`config.mk`:
```
export PLATFORM = sky130hd
export DESIGN_NAME = pwm_rx_scheduler
export DESIGN_NICKNAME = d
export VERILOG_FILES = /design/src/rtl/pwm_rx_scheduler.sv
export SDC_FILE = /design/constraint.sdc
export NUM_CORES = 1
export LEC_CHECK = 0
export ABC_CLOCK_PERIOD_IN_PS = 3700
export CAP_MARGIN = 20
export CORE_AREA = 2 2 149 151
export DETAILED_ROUTE_END_ITERATION = 8
export DIE_AREA = 0 0 151 153
export GPL_ROUTABILITY_DRIVEN = 0
export HOLD_SLACK_MARGIN = 0.03
export PLACE_DENSITY_LB_ADDON = 0.2
export SLEW_MARGIN = 10
export SYNTH_ARGS = -nofsm -noshare
export SYNTH_HDL_FRONTEND = slang
export SYNTH_SLANG_ARGS = --single-unit
```
`constraint.sdc`:
```
create_clock -name i_clk -period 3.7 [get_ports i_clk]
set_input_delay 0.925 -clock i_clk [delete_from_list [all_inputs] [get_ports i_clk]]
set_output_delay 0.925 -clock i_clk [all_outputs]
set_load 0.02 [all_outputs]
```
`src/rtl/pwm_rx_scheduler.sv`:
```
// Round-robin scheduler that merges NUM_CH RC pulse-width decoder results onto one write port,
// with per-channel stale detection, failsafe injection and frame-complete pulses.
// Optional sticky overrun flags: define PWM_RX_OVERRUN_EN.
module pwm_rx_scheduler #(
  parameter int unsigned clockFreq = 50000000,
  parameter int unsigned NUM_CH    = 6,
  parameter int unsigned STALE_MS  = 100
) (
  input  logic                 i_clk,
  input  logic                 i_resetn,
  input  logic [NUM_CH-1:0]    i_ch_en,
  input  logic [NUM_CH-1:0]    i_ready,
  input  logic [16*NUM_CH-1:0] i_value,
  output logic                 o_wr_valid,
  input  logic                 i_wr_ready,
  output logic [2:0]           o_wr_ch,
  output logic [15:0]          o_wr_data,
  output logic [NUM_CH-1:0]    o_stale,
`ifdef PWM_RX_OVERRUN_EN
  input  logic                 i_overrun_clr,
  output logic [NUM_CH-1:0]    o_overrun,
`endif
  output logic                 o_frame_pulse
);

  localparam int unsigned TickDiv = (clockFreq / 1000 > 0) ? clockFreq / 1000 : 1;
  localparam int unsigned PreW    = (TickDiv > 1) ? $clog2(TickDiv) : 1;
  localparam logic [PreW-1:0] PreMax   = PreW'(TickDiv - 1);
  localparam logic [7:0]      StaleMs  = 8'(STALE_MS);
  localparam logic [15:0]     Failsafe = 16'hC000;

  localparam logic [0:0] StIdle    = 1'b0;
  localparam logic [0:0] StPresent = 1'b1;

  function automatic logic [2:0] wrap_idx(input logic [2:0] base, input int unsigned off);
    int unsigned s;
    s = 32'(base) + off;
    if (s >= NUM_CH) s = s - NUM_CH;
    return 3'(s);
  endfunction

  logic [0:0]        state_q;
  logic [2:0]        rr_ptr_q;
  logic [PreW-1:0]   pre_q;
  logic              tick;
  logic [NUM_CH-1:0] pend_q, pend_d;
  logic [NUM_CH-1:0] stale_q, stale_d;
  logic [NUM_CH-1:0] seen_q, seen_d;
  logic [15:0]       val_q [NUM_CH];
  logic [15:0]       val_d [NUM_CH];
  logic [7:0]        cnt_q [NUM_CH];
  logic [7:0]        cnt_d [NUM_CH];
  logic              frame_q, frame_d;

  logic [NUM_CH-1:0] pend_act;
  logic [NUM_CH-1:0] cap;
  logic [NUM_CH-1:0] sel_mask;
  logic [NUM_CH-1:0] acc_mask;
  logic [NUM_CH-1:0] seen_nx;
  logic              any_pend;
  logic              sel_go;
  logic              accept;
  logic [2:0]        sel_idx;

  // 1 ms tick prescaler
  assign tick = (pre_q == PreMax);

  always_ff @(posedge i_clk or negedge i_resetn) begin
    if (!i_resetn) begin
      pre_q <= '0;
    end else if (tick) begin
      pre_q <= '0;
    end else begin
      pre_q <= pre_q + 1'b1;
    end
  end

  assign pend_act = pend_q & i_ch_en;
  assign cap      = i_ready & i_ch_en;

  // First pending enabled channel at or above rr_ptr, wrapping.
  always_comb begin
    any_pend = 1'b0;
    sel_idx  = '0;
    for (int unsigned i = 0; i < NUM_CH; i++) begin
      if (!any_pend && pend_act[wrap_idx(rr_ptr_q, i)]) begin
        any_pend = 1'b1;
        sel_idx  = wrap_idx(rr_ptr_q, i);
      end
    end
  end

  assign sel_go   = (state_q == StIdle) && any_pend;
  assign sel_mask = sel_go ? (NUM_CH'(1) << sel_idx) : '0;
  assign accept   = (state_q == StPresent) && i_wr_ready;

  // Per-channel capture, stale timer and pending bookkeeping. Set beats the selection clear.
  always_comb begin
    pend_d  = pend_q;
    stale_d = stale_q;
    for (int unsigned k = 0; k < NUM_CH; k++) begin
      val_d[k] = val_q[k];
      cnt_d[k] = cnt_q[k];
      if (!i_ch_en[k]) begin
        pend_d[k]  = 1'b0;
        stale_d[k] = 1'b0;
        cnt_d[k]   = '0;
      end else if (i_ready[k]) begin
        val_d[k]   = i_value[16*k +: 16];
        pend_d[k]  = 1'b1;
        stale_d[k] = 1'b0;
        cnt_d[k]   = '0;
      end else begin
        if (sel_mask[k]) pend_d[k] = 1'b0;
        if (!stale_q[k] && (cnt_q[k] == StaleMs)) begin
          stale_d[k] = 1'b1;
          val_d[k]   = Failsafe;
          pend_d[k]  = 1'b1;
        end else if (tick && (cnt_q[k] != StaleMs)) begin
          cnt_d[k] = cnt_q[k] + 8'd1;
        end
      end
    end
  end

  always_ff @(posedge i_clk or negedge i_resetn) begin
    if (!i_resetn) begin
      pend_q  <= '0;
      stale_q <= '0;
      for (int unsigned k = 0; k < NUM_CH; k++) begin
        val_q[k] <= '0;
        cnt_q[k] <= '0;
      end
    end else begin
      pend_q  <= pend_d;
      stale_q <= stale_d;
      for (int unsigned k = 0; k < NUM_CH; k++) begin
        val_q[k] <= val_d[k];
        cnt_q[k] <= cnt_d[k];
      end
    end
  end

  // Arbiter: the write is registered on selection and held until accepted.
  always_ff @(posedge i_clk or negedge i_resetn) begin
    if (!i_resetn) begin
      state_q    <= StIdle;
      rr_ptr_q   <= '0;
      o_wr_valid <= 1'b0;
      o_wr_ch    <= '0;
      o_wr_data  <= '0;
    end else begin
      unique case (state_q)
        StIdle: begin
          if (sel_go) begin
            o_wr_ch    <= sel_idx;
            o_wr_data  <= val_q[sel_idx];
            o_wr_valid <= 1'b1;
            rr_ptr_q   <= wrap_idx(sel_idx, 1);
            state_q    <= StPresent;
          end
        end
        StPresent: begin
          if (i_wr_ready) begin
            o_wr_valid <= 1'b0;
            state_q    <= StIdle;
          end
        end
        default: state_q <= StIdle;
      endcase
    end
  end

  // Frame tracking only ever considers currently enabled channels.
  assign acc_mask = accept ? (NUM_CH'(1) << o_wr_ch) : '0;
  assign seen_nx  = (seen_q | acc_mask) & i_ch_en;

  always_comb begin
    frame_d = 1'b0;
    seen_d  = seen_nx;
    if ((i_ch_en != '0) && (seen_nx == i_ch_en)) begin
      frame_d = 1'b1;
      seen_d  = '0;
    end
  end

  always_ff @(posedge i_clk or negedge i_resetn) begin
    if (!i_resetn) begin
      seen_q  <= '0;
      frame_q <= 1'b0;
    end else begin
      seen_q  <= seen_d;
      frame_q <= frame_d;
    end
  end

  assign o_stale       = stale_q;
  assign o_frame_pulse = frame_q;

`ifdef PWM_RX_OVERRUN_EN
  logic [NUM_CH-1:0] ovr_q, ovr_d;

  always_comb begin
    ovr_d = i_overrun_clr ? '0 : ovr_q;
    ovr_d = ovr_d | (cap & pend_q & ~sel_mask);
  end

  always_ff @(posedge i_clk or negedge i_resetn) begin
    if (!i_resetn) begin
      ovr_q <= '0;
    end else begin
      ovr_q <= ovr_d;
    end
  end

  assign o_overrun = ovr_q;
`endif

endmodule

```
==> results.md, run 1 <==
- Total GRT Usage: 0.255
- Maximum vdd drop: 395 uV
- Largest net degree at the start of global routing: 79
- Grt ovf: 0
- Unique cell type count in the Yosys netlist: 70
- Final Hold Fails: 0
- Worst slew pin tran: 884 ps
- Htree depth: 1
- Worst-path fanout max: 42
- Effective utilization at floorplan: 0.489
- Die Width: 151 um
- Tcrit/Tclk final: 0.948
- Critical Path AT: 3880 ps
- Post-synth top flop: dfrtp_1
- # IOs: 138
- Yosys reg bits: 203
- Die Span Y: 153 um
- Period minus WS final: 3510 ps
- Clk slew on worst S/H paths: 70 ps
- Seq pwr share: 0.286
- Critical Setup Path Class: reg -> reg
- Vias in the first global route: 8473
- Drt first pass iters: 5
- Max Slew Vio Count: 0
- Layout Cells excl Fill: 1488
- CP peak stage delay: 450 ps
- Slew margin rel.: 0.407
- Port Buffer Count: 137
- CTS root buffer: clkbuf_16
- Final setup viols: 0
- Design Power: 9.51 mW
- Detailed router's first-iteration violation count: 511
- Final Cell Area: 13400 um2
- Setup tns final: 0 ps
- Num CTS Buffers: 23
- Worst EP required: 4070 ps
- P&R area growth vs syn: 27.2%
- CP cell instances: inv_1 -> ha_1 -> xor2_2 -> a21oi_1 -> a2111oi_4 -> nor2_2 -> or3_1 -> nand4_1 -> buf_4 -> buf_12 -> a21boi_0 -> o211ai_1 -> o2111ai_1
- Area leader, netlist: dfrtp_1
- Average instance area after synthesis: 10.4 um2
- Max Clock Freq: 285 MHz
- Antenna fix cells: 0
- Placed cell count: 1446
- Core area: 21500 um2
- Placed cell area: 12600 um2
- Die ar.: 23100 um2
- CP Launch Type: flip-flop
- Status: complete, no violations
- DR DRC count: 0
- Internal power: 5.88 mW
- Setup Skew: 10.5 ps
- Post-Syn Nets: 1148
- Number of max-cap violations: 0
- CP Capture Type: flip-flop
- Nets: 1327
- Post-synth EDFFs: 0
- Top cells by area, synth: dfrtp_1 (48%), a22o_1 (7.0%), nor2_1 (3.4%)
- Proportion of layout cells with a drive suffix above 1: 0.131
- Top-area cell type share of the netlist area: 0.483
- DP Worst Slack: -277 ps
- Slowest cell on the critical path: dfrtp_2
- Synthesized instance count: 1012
- Total wire length: 28.9 mm
- Portion of total power attributed to combinational logic: 0.473
- FP Rows: 54
- Synth warnings: 0
- Lkg Pwr: 5.95 nW
- CTS sink count: 203
- Switching power: 3.63 mW
- Register area share after synthesis: 0.483
- Post-layout util: 0.622
- Routed via count: 8427
- Sw frac: 0.382
- Mapped Area: 10500 um2
- Initial antenna violation count: 0
- Clock network power share: 0.240
- CTS tree: built
- Hold buffer count at cts: 0
- Clock Tree Buf Depth: 3
- Tightest hold margin: 391 ps
- PwrDens: 711 nW/um2
- Post-DP HPWL: 21.3 mm
- Drt wl/cell: 19.4 um
- Clk_lat worst skew: 520 ps
- FFs w/ async S/R, synth: 1.00
- First-pass GRT wire length: 45.9 mm
- Worst hold path type: in -> async
- Setup bufs post-CTS: 0
- PnR worst setup slack: 191 ps
- Via density per instance: 5.66
- DRT antenna net count: 0
-- Yosys cell counts, types with 3 or more instances --
cell type,number
dfrtp_1,203
nor2_1,95
a22o_1,84
nand2_1,68
a21oi_1,43
inv_1,43
and3_1,42
o211ai_1,33
xor2_1,33
clkbuf_1,32
ha_1,25
mux2i_1,21
xnor2_1,18
nand3_1,17
a21boi_0,16
nand4_1,16
o21ai_0,16
nor2b_1,14
a211oi_1,12
a21boi_1,12
buf_2,12
nand2b_1,11
o2111ai_1,11
o21ai_1,10
o2111ai_2,9
buf_6,8
nand3b_1,8
or3_1,8
buf_4,7
a21o_1,6
buf_1,6
nor4_1,6
a211oi_2,5
and2_1,5
nor3b_1,4
and2_0,3
and4_1,3
nand4b_1,3
o311ai_0,3
-- final timing paths --
kind | from | to | slack [ps] | depth (start not counted)
worst min register to register | pre_q[0] | pre_q[0] | 460 | 1
worst min-delay path | i_resetn | cnt_q[17] | 390 | 1
worst max register to register | rr_ptr_q[1] | o_wr_data[1] | 190 | 13
max in group asynchronous | i_resetn | val_q[2] | 2460 | 2
worst max-delay path | rr_ptr_q[1] | o_wr_data[1] | 190 | 13
min in group i_clk | pre_q[0] | pre_q[0] | 460 | 1
-- critical path: cells and delay by family (launching register included) --
kind	cells	cell delay, ps
compound gates	5	1120
xor+xnor	1	290
fa+ha+maj	1	270
buf+inv	3	590
flops	1	450
simple gates	3	620
-- layout by cell type, fill, tap and decap left out, types with 5 or more instances in the layout --
master           count
clkbuf_8             6
a22o_1              84
clkbuf_1             7
xor2_1              33
a211oi_1            12
mux2i_1             21
dfrtp_1            202
nand2b_1            11
clkbuf_16           23
o2111ai_1           11
o21ai_0             16
a21boi_1            12
ha_1                25
o21ai_1             10
buf_4               77
and2_1               5
a21boi_0            16
or3_1                8
nor2_1              94
o211ai_1            33
clkdlybuf4s50_1    135
nor4_1               6
xnor2_1             18
nor2b_1             14
nand3b_1             8
nand4_1             16
nand3_1             15
and3_1              42
buf_12               6
inv_1               43
a21o_1               6
nand2_1             68
a21oi_1             43
o2111ai_2            9
-- metal layers --
metal  wire (um)  GRT usage
met5           0          0
met4        1040     0.0952
met3        1860     0.0382
met2       13700      0.407
met1       12300      0.352
-- area by class of cell --
type                    count  area, um2
multi-input cells         700       4950
repair buffers            220       2080
inverters                  43        161
clock buffers              35        671
fillers                  1815       8110
flip-flops and latches    203       5080
clock inverters             7       88.8
well taps                 280        350
-- power groups by stage --
| stage | Sequential (mW) | Clock (mW) | Combinational (mW) |
|---|---|---|---|
| 5_1_grt | 2.74 | 2.43 | 4.84 |
| 3_5_place_dp | 2.75 | 0 | 4.44 |
| 2_1_floorplan | 2.77 | 0 | 2.80 |
| 3_3_place_gp | 2.75 | 0 | 4.40 |
| 4_1_cts | 2.72 | 2.33 | 4.45 |
| 6_report | 2.72 | 2.29 | 4.50 |
-- flip-flops by register name (all words and copies together) (netlist names) --
name	count
cnt_q	48
o_frame_pulse	1
o_stale	6
o_wr_ch	3
o_wr_data	16
o_wr_valid	1
pend_q	6
pre_q	16
rr_ptr_q	3
seen_q	6
state_q	1
val_q	96
-- cell families after synthesis --
| family | count (synthesis) | synth area share |
|---|---|---|
| buffers and inverters | 109 | 0.0489 |
| flip-flops | 203 | 0.483 |
| AO/OA/AOI/OAI | 283 | 0.216 |
| XOR/XNOR | 55 | 0.0487 |
| multiplexers | 21 | 0.0200 |
| AND/OR/NAND/NOR | 316 | 0.153 |
| adder cells (fa/ha/maj) | 25 | 0.0298 |
-- repair_timing --
| action | CTS | global route |
|---|---|---|
| resized for setup | 0 | 4 |
| endpoints found under the setup margin | 0 | 3 |
| endpoints found under the hold margin | 0 | 0 |
No activity file was read; power rests on OpenSTA's default activity.
==> run 2: changes to the inputs <==
--- a/config.mk
+++ b/config.mk
@@ -13,7 +13,7 @@
 export GPL_ROUTABILITY_DRIVEN = 0
 export HOLD_SLACK_MARGIN = 0.03
 export PLACE_DENSITY_LB_ADDON = 0.2
-export SLEW_MARGIN = 10
+export SLEW_MARGIN = 20
 export SYNTH_ARGS = -nofsm -noshare
 export SYNTH_HDL_FRONTEND = slang
 export SYNTH_SLANG_ARGS = --single-unit
==> constraint.sdc (replaced) <==
create_clock -name i_clk -period 3.7 [get_ports i_clk]
set_input_delay 0.925 -clock i_clk [delete_from_list [all_inputs] [get_ports i_clk]]
set_output_delay 0.925 -clock i_clk [all_outputs]
set_load 0.05 [all_outputs]
==> run 2 against run 1 <==
Net effect:
- critical path depth increased by 2
- routed wire length down 0.11%
- count of clock-buffer cells in the layout grew 1
- clock skew up 8.0 ps
- core utilization about the same
- register-to-register slack barely moved
- hold slack better by 14 ps
- die area did not move
- via count about the same
- sequential share of layout area about the same
- largest cell class unchanged
- power rose by 2.1%
==> results.md, run 2 (synthesis results as in run 1) <==
- Status: complete, no violations
- Max Clock Freq: 284 MHz (-0.30%)
- P&R area growth vs syn: 27.1% (about the same)
- Via density per instance: 5.68 (+0.33%)
- Maximum vdd drop: 448 uV (+14%)
- DR DRC count: 0 (unchanged)
- Critical Setup Path Class: in -> reg
- R2R Path End: rr_ptr_q[1]
- Final Cell Area: 13400 um2 (about the same)
- Setup Skew: 18.5 ps (+7.98 ps)
- Worst EP required: 4130 ps (+60 ps)
- PwrDens: 727 nW/um2 (+2.2%)
- Max reg flops: 96 (unchanged)
- Proportion of layout cells with a drive suffix above 1: 0.131 (+0.000435)
- Most frequent cells in the layout: dfrtp_1 (202), clkdlybuf4s50_1 (136), nor2_1 (95)
- Largest registers: val_q x96, cnt_q x48
- Crit. Startpoint: i_ch_en[0]
- Worst hold path type: in -> async
- Die Span Y: 153 um (unchanged)
- Max Slew Vio Count: 0 (unchanged)
- Detailed router's first-iteration violation count: 540 (+5.7%)
- CTS root buffer: clkbuf_16
- Grt ovf: 0 (unchanged)
- First-pass GRT wire length: 45.8 mm (-0.35%)
- Worst slew pin tran: 797 ps (-86.2 ps)
- Clock Tree Buf Depth: 3 (unchanged)
- PnR worst setup slack: 180 ps (-10.7 ps)
- Vias in the first global route: 8429 (-0.52%)
- Total wire length: 28.9 mm (-0.11%)
- Layout Cells excl Fill: 1484 (-0.27%)
- Total GRT Usage: 0.253 (-0.00154)
- Post-DP HPWL: 21.2 mm (-0.47%)
- Slew margin rel.: 0.468 (+0.0611)
- Critical Path End: rr_ptr_q[1]
- Placed cell count: 1444 (-0.14%)
- Slack of the worst reg-to-reg path: 200 ps (about the same)
- Hold buffer count at cts: 0 (unchanged)
- # IOs: 138 (unchanged)
- Final Hold Fails: 0 (unchanged)
- Lkg Pwr: 5.93 nW (-0.31%)
- Antenna fix cells: 0 (unchanged)
- Drt first pass iters: 5 (unchanged)
- Placed cell area: 12600 um2 (about the same)
- Reg area: 5080 um2 (unchanged)
- Initial antenna violation count: 0 (unchanged)
- Final setup viols: 0 (unchanged)
- Number of max-cap violations: 0 (unchanged)
- Num CTS Buffers: 23 (unchanged)
- CTS sink count: 203 (unchanged)
- DP Worst Slack: -285 ps (-8.34 ps)
- Worst-path fanout max: 4 (-90%)
- CTS tree: built
- Filler instances: 1817 (+0.11%)
- Largest net degree at the start of global routing: 79 (unchanged)
- Multi-input gate area: 4950 um2 (+0.15%)
- CP Capture Type: flip-flop
- Clk_lat worst skew: 510 ps (about the same)
- Tcrit/Tclk final: 0.951 (+0.00288)
- Drt wl/cell: 19.5 um (+0.16%)
- Setup tns final: 0 ps (unchanged)
- FP Rows: 54 (unchanged)
- Worst r2r src: rr_ptr_q[1]
- Worst r2r path cells: 15 (+2)
- Period minus WS final: 3520 ps (+10.7 ps)
- Die Width: 151 um (unchanged)
- Htree depth: 1 (unchanged)
- Clk slew on worst S/H paths: 60 ps (about the same)
- Reg with most FFs: val_q
- Core area: 21500 um2 (unchanged)
- Port Buffer Count: 137 (unchanged)
- Unrepaired setup endpoints after global routing: false
- DRT antenna net count: 0 (unchanged)
- Routed via count: 8432 (+0.059%)
- Nets: 1325 (-0.15%)
- Critical Path AT: 3950 ps (+70 ps)
- Die ar.: 23100 um2 (unchanged)
- Design Power: 9.72 mW (+2.1%)
- Effective utilization at floorplan: 0.489 (unchanged)
- Most common cell after layout, fill and taps aside: dfrtp_1
- CP Launch Type: primary input
## run 2: cell types whose count changed in the layout (fill, tap and decap cells not counted), moves of 2 or more
| cell | change |
|---|---|
| buf_4 | -2 |
| clkbuf_1 | -2 |
| clkbuf_8 | +3 |
| clkinv_2 | -3 |
| o21ai_1 | -2 |
| o21ai_2 | +2 |
## run 2: final cells by class
| cell class | count | area share |
|---|---|---|
| timing repair buffer | 218 | 0.154 |
| multi-input combinational | 700 | 0.371 |
| clock buffer | 36 | 0.0527 |
| inverter | 43 | 0.0121 |
| tap | 280 | 0.0262 |
| sequential | 203 | 0.380 |
| clock inverter | 4 | 0.00412 |
## run 2: where the power goes
part / switching [mW] / total [mW] / internal (mW)
registers: 0.222 / 2.72 / 2.50
logic: 2.72 / 4.71 / 1.99
clock network: 0.906 / 2.28 / 1.38
## run 2: how the worst min path moves through the flow
stage	startpoint	endpoint	slack, ps
detailed placement	pre_q[0]	pre_q[0]	450
CTS	i_resetn	cnt_q[37]	430
global placement	pre_q[0]	pre_q[0]	450
global route	i_resetn	cnt_q[16]	450
finish	i_resetn	cnt_q[16]	410
floorplan	pre_q[0]	pre_q[0]	430
## run 2: layer usage
metal	vias up	global-route usage	wire (um)
li1	4000	-	-
met4	0	0.0823	885
met5	-	0	0
met3	53	0.0388	1470
met1	4159	0.352	12600
met2	220	0.408	13900
## run 2: what timing repair did
action | CTS | global route
resized for setup | 0 | 3
setup endpoints to repair | 0 | 3
buffers inserted | 0 | 0
## run 2: per-stage QoR
| stage | hold WS, ps | util |
|---|---|---|
| after floorplan | 425 | - |
| after global placement | 449 | 0.586 |
| after detailed placement | 454 | 0.586 |
| after CTS | 429 | 0.621 |
| after global routing | 446 | 0.622 |
| final | 405 | 0.622 |
## run 2: critical path: stages
cell             delay [ps]
clkdlybuf4s50_1         460
buf_4                   150
nand3_2                 130
a211oi_2                360
a2111oi_4               100
nor2_1                  170
o21ai_1                 140
a221oi_4                260
and2_1                  220
inv_1                    80
ha_1                    200
ha_1                    290
nand2b_1                160
o21a_1                  170
o21ai_0                 140
